## config.mk

```make
export PLATFORM = sky130hd
export DESIGN_NAME = stall_ctrl
export DESIGN_NICKNAME = d
export VERILOG_FILES = /design/src/rtl/stall_ctrl_pkg.sv /design/src/rtl/stall_ctrl.sv
export SDC_FILE = /design/constraint.sdc
export NUM_CORES = 1
export LEC_CHECK = 0
export BUFFER_PORTS_ARGS = -buffer_cell sky130_fd_sc_hd__buf_2
export CORE_MARGIN = 1
export CORE_UTILIZATION = 39
export CTS_CLUSTER_SIZE = 30
export DETAILED_ROUTE_END_ITERATION = 10
export GPL_TIMING_DRIVEN = 1
export PLACE_DENSITY = 0.69
export SYNTH_ARGS = -nofsm -noshare
export SYNTH_HDL_FRONTEND = slang
export SYNTH_SLANG_ARGS = --single-unit
```

## constraint.sdc

```tcl
create_clock -name clk -period 2.23 [get_ports clk]
set_input_delay 0.446 -clock clk [delete_from_list [all_inputs] [get_ports clk]]
set_output_delay 0.446 -clock clk [all_outputs]
set_load 0.01 [all_outputs]
```

## src/rtl/stall_ctrl_pkg.sv

```systemverilog
// Shared definitions for the pipeline stall controller: stall bus width,
// per-stage hold vectors and FSM state encodings.
package stall_ctrl_pkg;

  localparam int STALL_W = 6;
  localparam int STAT_W  = 32;

  typedef logic [STALL_W-1:0] stall_bus_t;

  // bit0 PC, bit1 IF, bit2 ID, bit3 EX, bit4 MEM, bit5 WB
  localparam stall_bus_t STALL_NONE = 6'b000000;
  localparam stall_bus_t STALL_ID   = 6'b000111;
  localparam stall_bus_t STALL_EX   = 6'b001111;

  typedef enum logic [1:0] {
    ST_IDLE    = 2'd0,
    ST_EX_BUSY = 2'd1,
    ST_FLUSH   = 2'd2
  } state_e;

endpackage

```

## src/rtl/stall_ctrl.sv

```systemverilog
// Pipeline stall/flush controller.
// Arbitrates ID load-use hazards, multi-cycle EX operations and flush
// requests into per-stage hold bits and a one-cycle flush pulse.
// Optional feature: define STALL_CTRL_STATS_EN to count cycles in which
// the ID stage is held (stall_cycles); otherwise stall_cycles is tied to 0.
module stall_ctrl
  import stall_ctrl_pkg::*;
#(
  parameter int CNT_W = 6
) (
  input  logic               clk,
  input  logic               rst,
  input  logic               stallreq_id,
  input  logic               ex_mc_start,
  input  logic [CNT_W-1:0]   ex_mc_cycles,
  input  logic               flush_req,
  output logic [STALL_W-1:0] stall,
  output logic               flush,
  output logic               ex_busy,
  output logic [STAT_W-1:0]  stall_cycles
);

  state_e           state_q, state_d;
  logic [CNT_W-1:0] cnt_q, cnt_d;
  stall_bus_t       stall_c;
  logic             flush_c;

  // State and remaining-cycle counter registers
  always_ff @(posedge clk or negedge rst) begin
    if (!rst) begin
      state_q <= ST_IDLE;
      cnt_q   <= '0;
    end else begin
      state_q <= state_d;
      cnt_q   <= cnt_d;
    end
  end

  // Next-state and stall/flush decode; flush_req overrides everything
  always_comb begin
    state_d = state_q;
    cnt_d   = cnt_q;
    stall_c = STALL_NONE;
    flush_c = 1'b0;
    if (flush_req) begin
      flush_c = 1'b1;
      state_d = ST_FLUSH;
      cnt_d   = '0;
    end else begin
      case (state_q)
        ST_IDLE: begin
          if (ex_mc_start && (ex_mc_cycles != '0)) begin
            // The start cycle itself is the first of the K stall cycles.
            stall_c = STALL_EX;
            if (ex_mc_cycles > CNT_W'(1)) begin
              cnt_d   = ex_mc_cycles - CNT_W'(1);
              state_d = ST_EX_BUSY;
            end
          end else if (stallreq_id) begin
            stall_c = STALL_ID;
          end
        end
        ST_EX_BUSY: begin
          stall_c = STALL_EX;
          cnt_d   = cnt_q - CNT_W'(1);
          // cnt_q==0 cannot occur here; treat it as done for robustness.
          if (cnt_q <= CNT_W'(1)) begin
            state_d = ST_IDLE;
            cnt_d   = '0;
          end
        end
        ST_FLUSH: begin
          stall_c = STALL_ID;
          state_d = ST_IDLE;
        end
        default: begin
          state_d = ST_IDLE;
          cnt_d   = '0;
        end
      endcase
    end
  end

  // Outputs are forced quiet while reset is held, whatever the inputs do
  assign stall   = rst ? stall_c : STALL_NONE;
  assign flush   = rst & flush_c;
  assign ex_busy = (state_q == ST_EX_BUSY);

`ifdef STALL_CTRL_STATS_EN
  logic [STAT_W-1:0] stat_q;

  // Saturating count of cycles in which the ID stage is held
  always_ff @(posedge clk or negedge rst) begin
    if (!rst)
      stat_q <= '0;
    else if (stall[2] && (stat_q != '1))
      stat_q <= stat_q + STAT_W'(1);
  end

  assign stall_cycles = stat_q;
`else
  assign stall_cycles = '0;
`endif

endmodule

```

==> key figures, run 1 <==
Outcome
  – Status: finished clean

Clock network
  – H-tree depth: 1
  – CTS tree: yes
  – Reg clk slew, reported paths: ~0.060 ns
  – CTS Root Cell: clkbuf_4
  – Worst skew pair latency: about 0.27 ns
  – Clock Path Buffers: 2
  – Cts-stage hold buffer count: 0
  – Clock sink total: 8
  – CTS buffer count: 3

Drt
  – Antenna-violating nets left: 0
  – First-pass DRT Iterations: 4
  – DR vias: 849
  – DR WL/cell: about 12 µm
  – # DRC: 0
  – Routed wire length: between 2000 and 2500 µm
  – Via density: between 4 and 5
  – DRT iter0 DRCs: 12

STA
  – Final setup fails: 0
  – TNS Setup: 0 ns
  – Slew Viols, Final: 0
  – Tmin final: between 2 and 2.5 ns
  – Min Hold Slack: 0.02365 ns
  – Unrepaired setup endpoints after global routing: no
  – Final worst path period share: 0.9142
  – Max Clk Rate: between 400 and 500 MHz
  – Clock skew: ~0.014 ns
  – Final hold vios: 0

Critical path
  – Worst setup EP type: output port
  – Reg2Reg Depth: 4
  – End of the critical path: stall[1]
  – Worst r2r src: cnt_q[2]
  – Setup Crit Path Kind: input port to output port
  – Crit path max fanout: 5
  – Worst EP arrival: 1.59 ns
  – CP required: around 1.8 ns
  – CP Launch Type: input port
  – CP startpoint: ex_mc_cycles[0]
  – R2R setup slack: between 0.3 and 0.4 ns
  – Crit Reg-Reg Endpoint: cnt_q[1]

Logic synthesis
  – EDFF count, synth: 0
  – YS warnings: 0
  – Post-synthesis cell type count: 40
  – Synth Area per Inst: 8.384 µm²
  – Synthesized instance count: between 100 and 150
  – Cell accounting for the most synthesized area: buf_4
  – Number of synthesized register bits: 8
  – Ys async rst share: 1.000
  – Top-area cell type share of the netlist area: 0.2538
  – Seq/Total Area, Yosys: 0.1880
  – Post-synth top flop: dfrtp_1
  – Mapped Area: 1065 µm²
  – Synth area leaders: buf_4 25%, dfrtp_1 19%, ha_1 11%

Pwr
  – Peak VDD IR: between 0.2 and 0.3 mV
  – Clock share of power: 0.242
  – Post-route total power: 0.4844 mW
  – Pwr Density: ~450 nW/µm²
  – Sequential Power Share: 0.363
  – Leak: around 0.54 nW
  – Sw frac: 0.4017
  – Combinational Power Share: 0.395
  – NetSw: a little under 0.2 mW
  – Int Pwr: 0.2898 mW

Global route
  – GR Overflow Total: 0
  – GRT Total Usage: 0.1613
  – Largest net degree at the start of global routing: 11
  – First-pass GRT wire length: about 3300 µm
  – Initial antenna violation count: 0
  – Vias in the first global route: 761

Die
  – Initial Utilization: 0.4221
  – Chip width: 54.25 µm
  – Rows: 18
  – # IOs: 51
  – Core ar.: 2522 µm²
  – Die ar.: 2943 µm²
  – DIE HEIGHT: ~54 µm

Placed design
  – # port buffers: 16
  – Placer Congestion: about 0.85
  – HPWL after DPL: 1668 µm

Hold path
  – Hold Path Class: input port to async pin

Finish
  – Antenna fix cells: 0
  – Share of layout cells above drive strength 1: 0.1931
  – P&R area growth vs syn: 0.9400%
  – Fin nets: 167
  – Fillers: around 260

Job
  – Max Cap Viol: 0
stage by stage:
stage	utilization	cell area, µm²	instances	worst slack, ns
floorplan	-	1189	160	0.1372
global placement	0.4152	1047	172	0.06788
detailed placement	0.4152	1047	172	0.03270
CTS	0.4241	1070	175	0.03670
global route	0.4261	1075	175	0.02811
finish	0.4261	1075	175	0.1914
routing by layer:
layer  share of wire  wire [µm]  GRT usage
met5               0          0          0
met4           0.012         25    0.05556
met3           0.048         99    0.05556
met2            0.49       1010     0.2744
met1            0.45        944     0.1860
cell usage in the layout, fill, tap and decap left out, types with 4 or more instances in the layout:
cell type / Yosys / routed
ha_1: 9 / 9
buf_2: 0 / 16
dfrtp_1: 8 / 8
a21oi_1: 5 / 5
nand2_1: 6 / 6
nand3_1: 4 / 4
nor2_1: 4 / 4
conb_1: 1 / 34
inv_1: 10 / 10
o21ai_0: 4 / 4
worst max-delay path: stages:
cell	delay [ns]
buf_2	0.12
inv_1	0.06
ha_1	0.21
a21boi_1	0.19
o21ai_0	0.13
a211oi_2	0.27
buf_2	0.17
kinds of logic after synthesis:
group	synth area share
adder cells (fa/ha/maj)	0.1058
XOR/XNOR	0.02468
AND/OR/NAND/NOR	0.1504
other	0.003522
multiplexers	0.02115
buffers and inverters	0.2997
AO/OA/AOI/OAI	0.2068
flip-flops	0.1880
cells in the mapped netlist (all sizes together) (2+ instances only):
master / number
nand3: 4
buf: 37
a21oi: 5
nor3: 2
nor2: 4
o22ai: 2
nand2: 6
o311ai: 2
o21ai: 4
a31oi: 2
ha: 9
o2bb2ai: 2
or3: 3
dfrtp: 8
mux2: 2
inv: 10
nor4: 2
xor2: 2
a21boi: 2
state kept, by name, indices dropped and copies added (netlist names):
| name | flops |
|---|---|
| state_q | 2 |
| cnt_q | 6 |
power by group through the flow:
stage | Combinational, mW | Clock (mW) | Sequential [mW]
after floorplan | 0.189 | 0 | 0.173
after global placement | 0.185 | 0 | 0.178
after detailed placement | 0.188 | 0 | 0.178
after CTS | 0.189 | 0.123 | 0.176
after global routing | 0.220 | 0.127 | 0.178
final | 0.191 | 0.117 | 0.176
worst min-delay path by stage:
stage | start | endpoint | slack [ns] | depth (start not counted)
after global placement | rst | state_q[0] | 0.32 | 1
final | rst | cnt_q[3] | 0.02 | 1
after detailed placement | rst | state_q[0] | 0.32 | 1
after CTS | rst | cnt_q[2] | 0.03 | 1
after floorplan | rst | cnt_q[0] | 0.15 | 0
after global routing | rst | cnt_q[2] | 0.04 | 1
what timing repair did:
item                       CTS  global route
hold endpoints to repair     0             0
resized for setup            0             2
setup buffers                0             0
setup endpoints to repair    0             3
final cells by class:
type | count | area, µm² | area share
Inverter | 10 | 37.54 | 0.03492
Sequential cell | 8 | 200.2 | 0.1863
Clock buffer | 3 | 22.52 | 0.02095
Multi-Input combinational cell | 105 | 674.4 | 0.6275
Timing Repair Buffer | 19 | 102.6 | 0.09546
Tap cell | 30 | 37.54 | 0.03492
(Power assumes the default switching activity.)
==> run 2, diff against run 1 <==
--- a/config.mk
+++ b/config.mk
@@ -11,7 +11,7 @@
 export CTS_CLUSTER_SIZE = 30
 export DETAILED_ROUTE_END_ITERATION = 10
 export GPL_TIMING_DRIVEN = 1
-export PLACE_DENSITY = 0.69
+export PLACE_DENSITY = 0.72
 export SYNTH_ARGS = -nofsm -noshare
 export SYNTH_HDL_FRONTEND = slang
 export SYNTH_SLANG_ARGS = --single-unit
==> constraint.sdc (replaced) <==
create_clock -name clk -period 1.8 [get_ports clk]
set_input_delay 0.36 -clock clk [delete_from_list [all_inputs] [get_ports clk]]
set_output_delay 0.36 -clock clk [all_outputs]
set_load 0.01 [all_outputs]
==> run 2 against run 1 <==
Compared with the run above:
- setup slack lost 0.16 ns
- non-clock buffer count grew 17
- sequential cell count is the same
- combinational power grew 65%
- sequential power grew 20%
- global-route usage grew 1.3 points
- via count grew 8.6%
- highest routed layer unchanged
- clock skew shrank 0.013 ns
- count of clock-buffer cells in the layout is the same
- wire length grew 13%
==> key figures, run 2 (synthesized netlist as in run 1, its figures left out) <==
Global route
  – First-pass GRT wire length: 3650 µm (was 3318 µm)
  – Largest net degree at the start of global routing: 10 (was 11)
  – GR Overflow Total: 0 (unchanged)
  – Vias in the first global route: 806 (was 761)
  – Initial antenna violation count: 0 (unchanged)
  – GRT Total Usage: 0.1748 (was 0.1613)

Finish
  – Fin nets: 184 (was 167)
  – Layout Cells excl Fill: 192 (was 175)
  – Antenna fix cells: 0 (unchanged)
  – Number of flip-flops in the largest register: 6 (unchanged)
  – Largest registers: cnt_q (6), state_q (2) (unchanged)
  – P&R area growth vs syn: 18.10% (was 0.9400%)
  – Share of layout cells above drive strength 1: 0.3395 (was 0.1931)
  – Final core occ: 0.4985 (was 0.4261)
  – Commonest non-fill, non-tap cell in the layout: conb_1 (unchanged)
  – Biggest register: cnt_q (unchanged)
  – Most frequent cells in the layout: 34 x conb_1, 21 x buf_4, 15 x buf_2 (was 34 x conb_1, 16 x buf_2, 10 x inv_1)
  – Fillers: 251 (was 258)
  – Fin area: 1257 µm² (was 1075 µm²)

STA
  – Slew Viols, Final: 0 (unchanged)
  – Max Clk Rate: between 500 and 600 MHz
  – Min Hold Slack: 0.02120 ns (was 0.02365 ns)
  – Final setup fails: 0 (unchanged)
  – Tmin final: 1.769 ns
  – Unrepaired setup endpoints after global routing: yes (was no)
  – Final worst path period share: 0.9826
  – Final worst-path setup slack: 0.03123 ns (was 0.1914 ns)
  – Clock skew: 0.0004539 ns (was 0.01367 ns)
  – Final hold vios: 0 (unchanged)

Critical path
  – Setup Crit Path Kind: input port to flip-flop (was input port to output port)
  – CP Launch Type: input port (unchanged)
  – Delay-heaviest family, CP: simple AND/OR/NAND/NOR gates (was compound AO/OA/AOI/OAI gates)
  – Crit path buf inv count: 2 (was 3)
  – Crit-path max cell delay: 0.60 ns (was 0.27 ns)
  – Worst EP arrival: 1.91 ns (was 1.59 ns)
  – CP required: 1.94 ns (was 1.78 ns)
  – Slowest CP cell: or4b_1 (was a211oi_2)
  – Critical-path cell list: buf_2, inv_1, ha_1, or4b_1, nand2_1, o2bb2ai_1, mux2_2 (was buf_2, inv_1, ha_1, a21boi_1, o21ai_0, a211oi_2, buf_2)
  – Worst setup EP type: flip-flop (was output port)
  – Crit path max fanout: 4 (was 5)

Pwr
  – Combinational Power Share: 0.473 (was 0.395)
  – Sequential Power Share: 0.318 (was 0.363)
  – Int Pwr: 0.4075 mW (was 0.2898 mW)
  – Leak: 0.6288 nW (was 0.5441 nW)
  – Sw frac: 0.3887 (was 0.4017)
  – Peak VDD IR: 0.3010 mV (was 0.2953 mV)
  – Pwr Density: 530.2 nW/µm² (was 450.7 nW/µm²)
  – Clock share of power: 0.209 (was 0.242)
  – NetSw: 0.2591 mW (was 0.1945 mW)

Placed design
  – # port buffers: 16 (unchanged)
  – HPWL after DPL: 1789 µm (was 1668 µm)
  – DP Worst Slack: -0.2356 ns (was 0.03270 ns)
  – Placed Area: 1134 µm² (was 1047 µm²)
  – Placer Congestion: 0.9350 (was 0.8540)
  – Placed cells: 182 (was 172)

Clock network
  – CTS buffer count: 3 (unchanged)
  – CTS Root Cell: clkbuf_4 (unchanged)
  – Cts-stage hold buffer count: 0 (unchanged)
  – Clock Path Buffers: 2 (unchanged)
  – CTS tree: yes (unchanged)
  – H-tree depth: 1 (unchanged)
  – Clock sink total: 8 (unchanged)
  – Reg clk slew, reported paths: 0.05 ns (was 0.06 ns)
  – Worst skew pair latency: 0.26 ns (was 0.27 ns)

Drt
  – Via density: 4.802 (was 4.851)
  – # DRC: 0 (unchanged)
  – First-pass DRT Iterations: 4 (unchanged)
  – DR vias: 922 (was 849)
  – Antenna-violating nets left: 0 (unchanged)
  – DR WL/cell: 12.26 µm (was 11.89 µm)
  – DRT iter0 DRCs: 16 (was 12)
  – Routed wire length: 2353 µm (was 2080 µm)

Hold path
  – Hold Path Class: input port to async pin (unchanged)

Die
  – # IOs: 51 (unchanged)
  – Initial Utilization: 0.4221 (unchanged)
  – Core ar.: 2522 µm² (unchanged)
  – Chip width: 54.25 µm (unchanged)
  – Die ar.: 2943 µm² (unchanged)
  – DIE HEIGHT: 54.25 µm (unchanged)
  – Rows: 18 (unchanged)

Job
  – Max Cap Viol: 0 (unchanged)

Outcome
  – Status: finished clean (unchanged)
==> run 2: cell type report <==
| cell class | count | area, µm² | area share |
|---|---|---|---|
| clock buffer | 3 | 22.52 | 0.01791 |
| multi-input combinational | 105 | 725.7 | 0.5771 |
| timing repair buffer | 36 | 232.7 | 0.1851 |
| sequential | 8 | 201.4 | 0.1602 |
| inverter | 10 | 37.54 | 0.02985 |
| tap | 30 | 37.54 | 0.02985 |
==> run 2: per-layer routing <==
metal / part of all wire / vias up / track usage
met5: 0 / - / 0
met2: 0.52 / 38 / 0.2947
met4: 0.0055 / 0 / 0.03846
met1: 0.42 / 434 / 0.2189
met3: 0.052 / 3 / 0.05000
li1: - / 447 / -
==> run 2: per-stage QoR <==
| stage | setup TNS, ns | power, mW |
|---|---|---|
| after floorplan | 0 | 0.4529 |
| after global placement | -1.252 | 0.4785 |
| after detailed placement | -1.705 | 0.4857 |
| after CTS | 0 | 0.6468 |
| after global routing | -0.2574 | 0.7162 |
| final | 0 | 0.6667 |
==> run 2: timing repair <==
action	4_1_cts	5_1_grt
pin swaps	2	4
endpoints found under the setup margin	4	11
buffers inserted	4	3
gates resized for setup	7	9
==> run 2: power by group through the flow <==
stage | logic (mW) | registers (mW) | clock network [mW]
after floorplan | 0.239 | 0.214 | 0
after global placement | 0.264 | 0.215 | 0
after detailed placement | 0.270 | 0.215 | 0
after CTS | 0.291 | 0.211 | 0.145
after global routing | 0.348 | 0.214 | 0.154
final | 0.315 | 0.212 | 0.139
==> run 2: path summary, 6_finish.rpt <==
| path | depth (start not counted) | slack [ns] | to | start |
|---|---|---|---|---|
| worst max register to register | 6 | 0.05 | cnt_q[0] | cnt_q[0] |
| worst min-delay path | 2 | 0.02 | cnt_q[5] | rst |
| worst max-delay path | 7 | 0.03 | cnt_q[0] | ex_mc_cycles[1] |
| max in group asynchronous | 2 | 1.63 | cnt_q[0] | rst |
| worst min register to register | 2 | 0.55 | cnt_q[4] | cnt_q[4] |
| min in group clk | 2 | 0.36 | state_q[1] | flush_req |
==> run 3, diff against run 2 <==
--- a/config.mk
+++ b/config.mk
@@ -11,7 +11,7 @@
 export CTS_CLUSTER_SIZE = 30
 export DETAILED_ROUTE_END_ITERATION = 10
 export GPL_TIMING_DRIVEN = 1
-export PLACE_DENSITY = 0.72
+export PLACE_DENSITY = 0.82
 export SYNTH_ARGS = -nofsm -noshare
 export SYNTH_HDL_FRONTEND = slang
 export SYNTH_SLANG_ARGS = --single-unit
==> run 3 against run 2 <==
Compared with the run above:
- cell count is 3.6% higher
- die area stayed put
- sequential cell count stayed put
- global-route usage is 0.97 points lower
- power is 3.0% higher
- sequential share of layout area is 0.82 points lower
- fmax is 0.19% lower
- final area is 5.4% higher
- critical path type is now input port to output port
==> key figures, run 3 (synthesized netlist as in run 1, its figures left out) <==
Outcome
  – Status: finished clean (unchanged)

Finish
  – Fillers: 261 (was 251)
  – Final core occ: 0.5253 (was 0.4985)
  – Most frequent cells in the layout: 34 x conb_1, 27 x buf_4, 16 x buf_2 (was 34 x conb_1, 21 x buf_4, 15 x buf_2)
  – Number of flip-flops in the largest register: 6 (unchanged)
  – Fin nets: 191 (was 184)
  – Layout Cells excl Fill: 199 (was 192)
  – P&R area growth vs syn: 24.44% (was 18.10%)
  – Antenna fix cells: 0 (unchanged)
  – Biggest register: cnt_q (unchanged)
  – Largest registers: cnt_q (6), state_q (2) (unchanged)
  – Commonest non-fill, non-tap cell in the layout: conb_1 (unchanged)
  – Share of layout cells above drive strength 1: 0.3846 (was 0.3395)

STA
  – Final worst-path setup slack: 0.02778 ns (was 0.03123 ns)
  – Final hold vios: 0 (unchanged)
  – Tmin final: 1.772 ns (was 1.769 ns)
  – Max Clk Rate: 564.3 MHz (was 565.4 MHz)
  – Final worst path period share: 0.9846 (was 0.9826)
  – Final setup fails: 0 (unchanged)
  – Clock skew: 0.005455 ns (was 0.0004539 ns)
  – Min Hold Slack: 0.01662 ns (was 0.02120 ns)
  – Slew Viols, Final: 0 (unchanged)

Clock network
  – Clock sink total: 8 (unchanged)
  – Worst skew pair latency: 0.26 ns (about the same)
  – CTS tree: yes (unchanged)
  – Cts-stage hold buffer count: 0 (unchanged)
  – CTS buffer count: 3 (unchanged)
  – Reg clk slew, reported paths: 0.06 ns (was 0.05 ns)
  – Clock Path Buffers: 2 (unchanged)
  – H-tree depth: 1 (unchanged)
  – CTS Root Cell: clkbuf_4 (unchanged)

Global route
  – Largest net degree at the start of global routing: 10 (unchanged)
  – GRT Total Usage: 0.1650 (was 0.1748)
  – Initial antenna violation count: 0 (unchanged)
  – First-pass GRT wire length: 3470 µm (was 3650 µm)
  – Vias in the first global route: 795 (was 806)
  – GR Overflow Total: 0 (unchanged)

Critical path
  – Crit path max fanout: 4 (unchanged)
  – Crit path buf inv count: 4 (was 2)
  – Worst EP arrival: 1.41 ns (was 1.91 ns)
  – Reg2Reg Depth: 7 (was 6)
  – Slowest CP cell: nor4_4 (was or4b_1)
  – Worst path depth: 8 (was 7)
  – Worst setup EP type: output port (was flip-flop)
  – Crit-path max cell delay: 0.29 ns (was 0.60 ns)
  – R2R setup slack: 0.13 ns (was 0.05 ns)
  – CP Launch Type: input port (unchanged)
  – Setup Crit Path Kind: input port to output port (was input port to flip-flop)
  – Crit Reg-Reg Endpoint: cnt_q[0] (unchanged)
  – Worst r2r src: state_q[1] (was cnt_q[0])
  – Critical-path cell list: buf_2, buf_4, nor4_4, a21boi_2, buf_4, nand3_1, a21oi_1, buf_2 (was buf_2, inv_1, ha_1, or4b_1, nand2_1, o2bb2ai_1, mux2_2)
  – Delay-heaviest family, CP: buffers and inverters (was simple AND/OR/NAND/NOR gates)
  – CP required: 1.44 ns (was 1.94 ns)

Drt
  – DRT iter0 DRCs: 22 (was 16)
  – # DRC: 0 (unchanged)
  – DR WL/cell: 11.93 µm (was 12.26 µm)
  – DR vias: 942 (was 922)
  – Routed wire length: 2375 µm (was 2353 µm)
  – Antenna-violating nets left: 0 (unchanged)
  – Via density: 4.734 (was 4.802)
  – First-pass DRT Iterations: 4 (unchanged)

Die
  – Die ar.: 2943 µm² (unchanged)
  – Core ar.: 2522 µm² (unchanged)
  – Initial Utilization: 0.4221 (unchanged)
  – # IOs: 51 (unchanged)
  – Chip width: 54.25 µm (unchanged)
  – Rows: 18 (unchanged)
  – DIE HEIGHT: 54.25 µm (unchanged)

Placed design
  – HPWL after DPL: 1763 µm (was 1789 µm)
  – Placed cells: 190 (was 182)
  – # port buffers: 16 (unchanged)
  – Placer Congestion: 0.9366 (was 0.9350)
  – DP Worst Slack: -0.1878 ns (was -0.2356 ns)

Hold path
  – Hold Path Class: input port to async pin (unchanged)

Pwr
  – Pwr Density: 518.2 nW/µm² (was 530.2 nW/µm²)
  – Leak: 0.6628 nW (was 0.6288 nW)
  – Peak VDD IR: 0.2794 mV (was 0.3010 mV)

Job
  – Max Cap Viol: 0 (unchanged)
## run 3: cell types whose count changed in the layout (fill, tap and decap cells not counted), sizes merged
cell / delta
buf: +7
## run 3: repair_timing
item,CTS,global route
pin swaps,1,4
buffers inserted,1,5
resized for setup,4,14
setup endpoints to repair,3,9
## run 3: layout make-up
class	instances	area, µm²	share of cell area
multi-input cells	105	743.2	0.5609
repair buffers	43	282.8	0.2134
flip-flops and latches	8	201.4	0.1520
inverters	10	37.54	0.02833
well taps	30	37.54	0.02833
clock buffers	3	22.52	0.01700
## run 3: report_power, final
group	switching (mW)	internal, mW	leakage (nW)
combinational	0.182	0.147	0.544
sequential	0.0183	0.196	0.105
clock	0.0669	0.0767	0.0138
## run 3: how the worst max path moves through the flow
| stage | startpoint | end | slack [ns] |
|---|---|---|---|
| floorplan | ex_mc_cycles[0] | cnt_q[0] | 0.002 |
| global placement | ex_mc_cycles[0] | cnt_q[1] | -0.15 |
| detailed placement | ex_mc_cycles[0] | cnt_q[0] | -0.19 |
| CTS | state_q[0] | stall[2] | 0.0001 |
| global route | ex_mc_cycles[3] | stall[3] | -0.02 |
| finish | ex_mc_cycles[3] | stall[3] | 0.03 |
## run 3: per-stage QoR
stage	setup TNS (ns)	power, mW	area [µm²]
3_5_place_dp	-1.051	0.4940	1194
3_3_place_gp	-0.6890	0.4907	1194
5_1_grt	-0.02205	0.7337	1325
4_1_cts	0	0.6429	1226
6_report	0	0.6866	1325
2_1_floorplan	0	0.4529	1200
## run 3: per-layer routing
| metal | track usage | share of wire |
|---|---|---|
| met5 | 0 | 0 |
| met4 | 0.08974 | 0.022 |
| met3 | 0.008333 | 0.053 |
| met2 | 0.2622 | 0.49 |
| met1 | 0.2220 | 0.43 |
